<file path="src/rtl/stack_pkg.sv">
// Shared constants for the LIFO stack and its command front-end.
// Both modules draw their width and depth defaults from here.
package stack_pkg;

  localparam int STK_DATA_W = 8;
  localparam int STK_DEPTH  = 16;

  localparam logic OP_PUSH = 1'b0;
  localparam logic OP_POP  = 1'b1;

  typedef enum logic [2:0] {
    IDLE    = 3'd0,
    DO_PUSH = 3'd1,
    DO_POP  = 3'd2,
    CAPT    = 3'd3,
    RESP    = 3'd4
  } state_t;

endpackage

</file>
<file path="src/rtl/stack_cmd_ctrl.sv">
// PUSH/POP command front-end for the LIFO stack: issues single-cycle push/pop pulses,
// tracks occupancy, and returns one registered response per command.
module stack_cmd_ctrl
  import stack_pkg::*;
#(
  parameter int DATA_W = STK_DATA_W,
  parameter int DEPTH  = STK_DEPTH,
  localparam int CNT_W = $clog2(DEPTH + 1)
) (
  input  logic              clk,
  input  logic              rst_n,
  input  logic              cmd_valid,
  output logic              cmd_ready,
  input  logic              cmd_pop,
  input  logic [DATA_W-1:0] cmd_data,
  output logic              rsp_valid,
  input  logic              rsp_ready,
  output logic [DATA_W-1:0] rsp_data,
  output logic              rsp_err,
  output logic              stk_push,
  output logic              stk_pop,
  output logic [DATA_W-1:0] stk_data,
  input  logic [DATA_W-1:0] stk_data_out,
  input  logic              stk_empty,
  output logic [CNT_W-1:0]  count,
  output logic              full,
  output logic              desync,
  output logic [2:0]        state_dbg
);

  // Both streams use valid/ready: a transfer happens on a rising edge where
  // valid and ready are both high; a response is held stable until it transfers.

  state_t            state, state_nxt;
  logic              stk_push_nxt, stk_pop_nxt;
  logic [DATA_W-1:0] stk_data_nxt, rsp_data_nxt;
  logic              rsp_valid_nxt, rsp_err_nxt, desync_nxt;
  logic              accept;

  assign cmd_ready = (state == IDLE);
  assign accept    = cmd_valid & cmd_ready;
  assign full      = (count == CNT_W'(DEPTH));
  assign state_dbg = state;

  always_comb begin
    state_nxt     = state;
    stk_push_nxt  = 1'b0;
    stk_pop_nxt   = 1'b0;
    stk_data_nxt  = stk_data;
    rsp_valid_nxt = rsp_valid;
    rsp_data_nxt  = rsp_data;
    rsp_err_nxt   = rsp_err;
    desync_nxt    = desync;
    case (state)
      IDLE: begin
        if (accept) begin
          if (cmd_pop == OP_PUSH) begin
            if (!full) begin
              state_nxt    = DO_PUSH;
              stk_push_nxt = 1'b1;
              stk_data_nxt = cmd_data;
            end else begin
              state_nxt     = RESP;
              rsp_valid_nxt = 1'b1;
              rsp_err_nxt   = 1'b1;
              rsp_data_nxt  = '0;
            end
          end else begin
            if (count != '0) begin
              state_nxt   = DO_POP;
              stk_pop_nxt = 1'b1;
            end else begin
              state_nxt     = RESP;
              rsp_valid_nxt = 1'b1;
              rsp_err_nxt   = 1'b1;
              rsp_data_nxt  = '0;
            end
          end
        end
      end
      DO_PUSH: begin
        state_nxt     = RESP;
        rsp_valid_nxt = 1'b1;
        rsp_err_nxt   = 1'b0;
        rsp_data_nxt  = stk_data;
      end
      DO_POP: begin
        // Our count says non-empty here, so an empty stack means the two disagree.
        state_nxt = CAPT;
        if (stk_empty) desync_nxt = 1'b1;
      end
      CAPT: begin
        state_nxt     = RESP;
        rsp_valid_nxt = 1'b1;
        rsp_err_nxt   = 1'b0;
        rsp_data_nxt  = stk_data_out;
      end
      RESP: begin
        if (rsp_ready) begin
          state_nxt     = IDLE;
          rsp_valid_nxt = 1'b0;
        end
      end
      default: state_nxt = IDLE;
    endcase
  end

  always_ff @(posedge clk or negedge rst_n) begin
    if (!rst_n) begin
      state     <= IDLE;
      stk_push  <= 1'b0;
      stk_pop   <= 1'b0;
      stk_data  <= '0;
      rsp_valid <= 1'b0;
      rsp_data  <= '0;
      rsp_err   <= 1'b0;
      desync    <= 1'b0;
    end else begin
      state     <= state_nxt;
      stk_push  <= stk_push_nxt;
      stk_pop   <= stk_pop_nxt;
      stk_data  <= stk_data_nxt;
      rsp_valid <= rsp_valid_nxt;
      rsp_data  <= rsp_data_nxt;
      rsp_err   <= rsp_err_nxt;
      desync    <= desync_nxt;
    end
  end

  // Occupancy moves in the cycle the stack pulse is on the wire.
  always_ff @(posedge clk or negedge rst_n) begin
    if (!rst_n) begin
      count <= '0;
    end else if (state == DO_PUSH && !full) begin
      count <= count + CNT_W'(1);
    end else if (state == DO_POP && count != '0) begin
      count <= count - CNT_W'(1);
    end
  end

endmodule

</file>
<file path="config.mk">
export PLATFORM = sky130hd
export DESIGN_NAME = stack_cmd_ctrl
export DESIGN_NICKNAME = d
export VERILOG_FILES = /design/src/rtl/stack_pkg.sv /design/src/rtl/stack_cmd_ctrl.sv
export SDC_FILE = /design/constraint.sdc
export NUM_CORES = 1
export LEC_CHECK = 0
export CAP_MARGIN = 10
export CORE_MARGIN = 8
export CORE_UTILIZATION = 42
export CTS_CLUSTER_SIZE = 14
export DETAILED_ROUTE_END_ITERATION = 12
export PLACE_DENSITY = 0.75
export SLEW_MARGIN = 15
export SYNTH_ARGS = -nofsm -noshare
export SYNTH_HDL_FRONTEND = slang
export SYNTH_SLANG_ARGS = --single-unit
</file>
<file path="constraint.sdc">
create_clock -name clk -period 3.4 [get_ports clk]
set_input_delay 1.02 -clock clk [delete_from_list [all_inputs] [get_ports clk]]
set_output_delay 1.02 -clock clk [all_outputs]
set_load 0.02 [all_outputs]
</file>
---- Yosys cells after proc, flatten, opt, wreduce, memory -nomap -nowiden ----
Cells that the tools add are included.
storage, ports and cells
  bits in registers ....................... 29
cells by class
  $add $sub $neg .......................... 2
  multiplexer cells ....................... 28
  bitwise gates (word level) .............. 3
  equal/unequal tests ..................... 9
  reductions and logical operators ........ 16
operators by type and width
  operator             count
  $mux 8               4
  $pmux 8 s3           1
  $mux 3               5
  $mux 1               13
  $pmux 3 s4           1
  $reduce_and 4->1     3
  $mux 5               2
  $eq 3x2->1 const B   2
  $reduce_bool 3->1    2
  $add 5x1->5 const B  1
  $eq 5x5->1 const B   1
  $reduce_and 5->1     1
  $reduce_bool 5->1    1
  $sub 5x1->5 const B  1
  $reduce_and 2->1     2
  $reduce_bool 2->1    2
  $eq 3x1->1 const B   1
  $eq 3x3->1 const B   1
  $logic_not 3->1      1
  $ne 3x1->1 const B   1
  $ne 3x3->1 const B   1
  $pmux 1 s3           1
  $logic_and 1x1->1    2
  $ne 2x1->1 const B   1
  other kinds (6)      7

---- Logic depth before layout (Yosys ltp) ----
  depth after elaboration ................. 5
  gate-level depth with buffers ........... 9

---- Worst setup path before layout ----
No wires, ideal clock.
  path kind ............................... register to register
  from .................................... register count[1]
  to ...................................... register count[4]
  required time ........................... 3.262 ns
  period minus slack after synthesis ...... 2.578 ns
  arrival time ............................ 2.440 ns
  stages on the path, launching flop included .. 7
  path slack .............................. 0.822 ns
  path through ............................ dfrtp_1 -> or4_1 -> o21ai_2 -> ha_1 -> a21o_1 -> a21oi_1 -> mux4_2
on the way
  word-level cells in the longest chain between the ends .. 4
  elaborated cells on any way between the ends .. 10
ends and longest elaborated chain
  what                                                 RTL line               source
  start, declared                                      stack_cmd_ctrl.sv:25   output logic [CNT_W-1:0] count,
  start signal, assigned                               stack_cmd_ctrl.sv:135  count <= count + CNT_W'(1);
  start signal, assigned                               stack_cmd_ctrl.sv:137  count <= count - CNT_W'(1);
  branches (longest 4 deep; another with $sub 5x1->5)  -
Several ways; the timed one is not identified. The select of a mux whose other input is x is not followed.
A chain may end at the register's enable or synchronous reset.

---- Final worst setup path ----
  from .................................... register count[1]
  to ...................................... output port full
on the way
  word-level cells in the longest chain between the ends .. 1
ends and longest elaborated chain
  what           RTL line              source
  $eq 5x5->1     stack_cmd_ctrl.sv:42  assign full = (count == CNT_W'(DEPTH));
  end, declared  stack_cmd_ctrl.sv:26  output logic full,
No other way between the ends.

==> metrics.cfg <==
[sta]
setup_viol = 0
rsz0062_at_grt = no
tightest_slew_ns = 0.685
finalCriticalPeriod_ns = 3.06
holdWs_ns = 0.492
finalCritPeriodShare = 0.900
fin_ws_ns = 0.339
drv_slew = 0
clock.fmax_mhz = 327
finalHoldViolations = 0
clock_skew_ns = 0.0134
finalSetupTns_ns = 0
relSlewSlack = 0.543

[cts]
clock-sinks = 29
root_buffer = clkbuf_4
h-tree-depth = 2
ctsHoldBuffers = 0
cts_buffers = 5
post_cts.repair.setup_buffers = 0
cts_tree = built
cts_resized = 0
clkTransAtPathRegs_ns = 0.09
insertion_delay_ns = 0.34
cts.path.max_buffers = 2

[final_layout]
nets = 212
multi_input_area_um2 = 704
fill_cells = 278
insertedDiodeCount = 0
layout-drive-gt1-share = 0.118
register_area_um2 = 726
final_cell_count_no_fill = 233
area_growth_syn_to_layout_pct = 41.2

[critical_path]
r2r_cells = 6
cp-end-kind = output port
crit_arrival_ns = 2.04
cp_max_fo = 6
setup.worst_path.start = count[1]
reg2reg_from = count[1]
required_ns = 2.38
crit_path_end = full
critPathKind = reg2out
r2r_setup_slack_ns = 0.71
worstSetupStartpointType = flip-flop
timing.rr.end = count[4]

[drt]
vias = 1210
met3_length_um = 283
routedWlPerCell_um = 16.2
m1WireLength_um = 1520
routed.top_layer = met4
dr_wl_met2_um = 1890
dr.pass1.iters = 4
drtAntennaViolNets = 0
totalWireLength_um = 3770
drcViolationCount = 0
viasPerCell = 5.19
dr.first_iter.drc_count = 53

[synth]
syn_nets = 161
synth_edf_count = 0
synth_ff_type = dfrtp_1
async_flop_share = 1.00
ys_ff_latch = 29
synth_cells = 135
syn_avg_cell_area_um2 = 11.2
synth_warnings = 0
seq_area_frac_synth = 0.480
synth_cell_types = 40
syn_area_um2 = 1510

[placement]
hpwl_um = 2910
place_inst = 225
place.gp.congestion = 0.828
port_buffers = 52
dp_slack_ns = 0.699

[global_routing]
grt_use_total = 0.141
grt_start_max_net_pins = 30
antenna_found_initial = 0
overflow = 0
grt_pass1_wl_um = 6640
grt_pass1_vias = 1313

[floorplan]
io_pins = 53
die_y_um = 76.0
rows = 21
dieArea_um2 = 5770
coreArea_um2 = 3390
die_w_um = 76.0
initial_core_util = 0.446

[power]
clkPwrFrac = 0.131
internal-power_uw = 1320
finalPower_uw = 2260
leakage_uw = 0.000925
power_switching_uw = 936
p_seq_frac = 0.311
powerDensity_nw_per_um2 = 1060
swShare = 0.415
vdd_drop_max_mv = 0.439
combPwrFrac = 0.558

[min_path]
hold_path.class = reg2reg

[run_status]
status = complete, no violations

[job]
max_cap_violations = 0

[area by class of cell]
cell class,instances,share of cell area
repair buffers,53,0.247
inverters,9,0.0158
multi-input cells,88,0.330
flip-flops and latches,29,0.340
well taps,46,0.0270
clock buffers,7,0.0258
clock inverters,1,0.0141
[sequential cells by signal, summed over array words and instances (netlist names)]
signal,flops
rsp_valid,1
count,5
stk_push,1
stk_pop,1
rsp_err,1
state_dbg,3
rsp_data,8
stk_data,8
desync,1
[per-layer routing]
layer | up-vias | global-route usage
li1 | 584 | -
met1 | 584 | 0.151
met2 | 34 | 0.227
met3 | 8 | 0.0696
met4 | 0 | 0.0667
met5 | - | 0
[cell usage after synthesis (2+ instances only)]
cell	n	area, µm²
nand2_1	13	48.8
or3b_1	2	17.5
nand3b_1	2	15.0
and4_1	2	17.5
a21oi_1	4	20.0
dfrtp_1	29	726
ha_1	3	37.5
mux2_4	8	120
mux2i_1	8	80.1
o211a_1	2	20.0
clkbuf_1	2	7.51
inv_1	9	33.8
xor2_1	2	17.5
a31oi_1	2	12.5
nor2_1	4	15.0
o22ai_1	8	50.1
o21ai_0	3	15.0
nor3_1	4	20.0
o21ai_1	3	15.0
buf_2	5	25.0
[power groups by stage]
stage | registers, µW | logic (µW) | clock network (µW)
floorplan | 815 | 662 | 0
CTS | 704 | 1280 | 299
detailed placement | 710 | 1270 | 0
global route | 734 | 1370 | 317
global placement | 701 | 1230 | 0
finish | 703 | 1260 | 296
[per-stage QoR]
step / instance area, µm² / utilization
2_1_floorplan: 1510 / -
3_3_place_gp: 2050 / 0.605
3_5_place_dp: 2050 / 0.605
4_1_cts: 2130 / 0.630
5_1_grt: 2130 / 0.630
6_report: 2130 / 0.630
[kinds of logic (layout without fill, tap and decap cells)]
| kind of cell | count (synthesis) | count (layout) | share of synthesized area |
|---|---|---|---|
| xor gates and xnor gates | 3 | 3 | 0.0174 |
| AOI/OAI and AO/OA | 28 | 28 | 0.121 |
| adders and majority gates | 4 | 4 | 0.0381 |
| buffers and inverters | 18 | 70 | 0.0538 |
| and+or+nand+nor | 36 | 36 | 0.142 |
| DFF | 29 | 29 | 0.480 |
| muxes | 17 | 17 | 0.147 |
[how the worst min path moves through the flow]
stage / start / end / slack (ns) / depth (start not counted)
after floorplan: desync / desync / 0.59 / 1
after global placement: desync / desync / 0.46 / 1
after detailed placement: desync / desync / 0.47 / 1
after CTS: desync / desync / 0.50 / 1
after global routing: rsp_err / rsp_err / 0.54 / 1
final: desync / desync / 0.49 / 1
[critical path, cell delays in order (launching register included)]
cell and delay, ns:
dfrtp_1 0.47, nor4_4 0.41, nand2_2 0.13, inv_1 0.09, clkdlybuf4s50_1 0.60
[cells in the final DEF, fill, tap and decap left out, types with 4 or more instances in the layout]
cell,instances
clkdlybuf4s50_1,52
mux2i_1,8
nor2_1,4
mux2_4,8
a21oi_1,4
nor3_1,4
o22ai_1,8
inv_1,9
dfrtp_1,29
nand2_1,13
clkbuf_4,5
No activity file was read; power rests on OpenSTA's default activity.
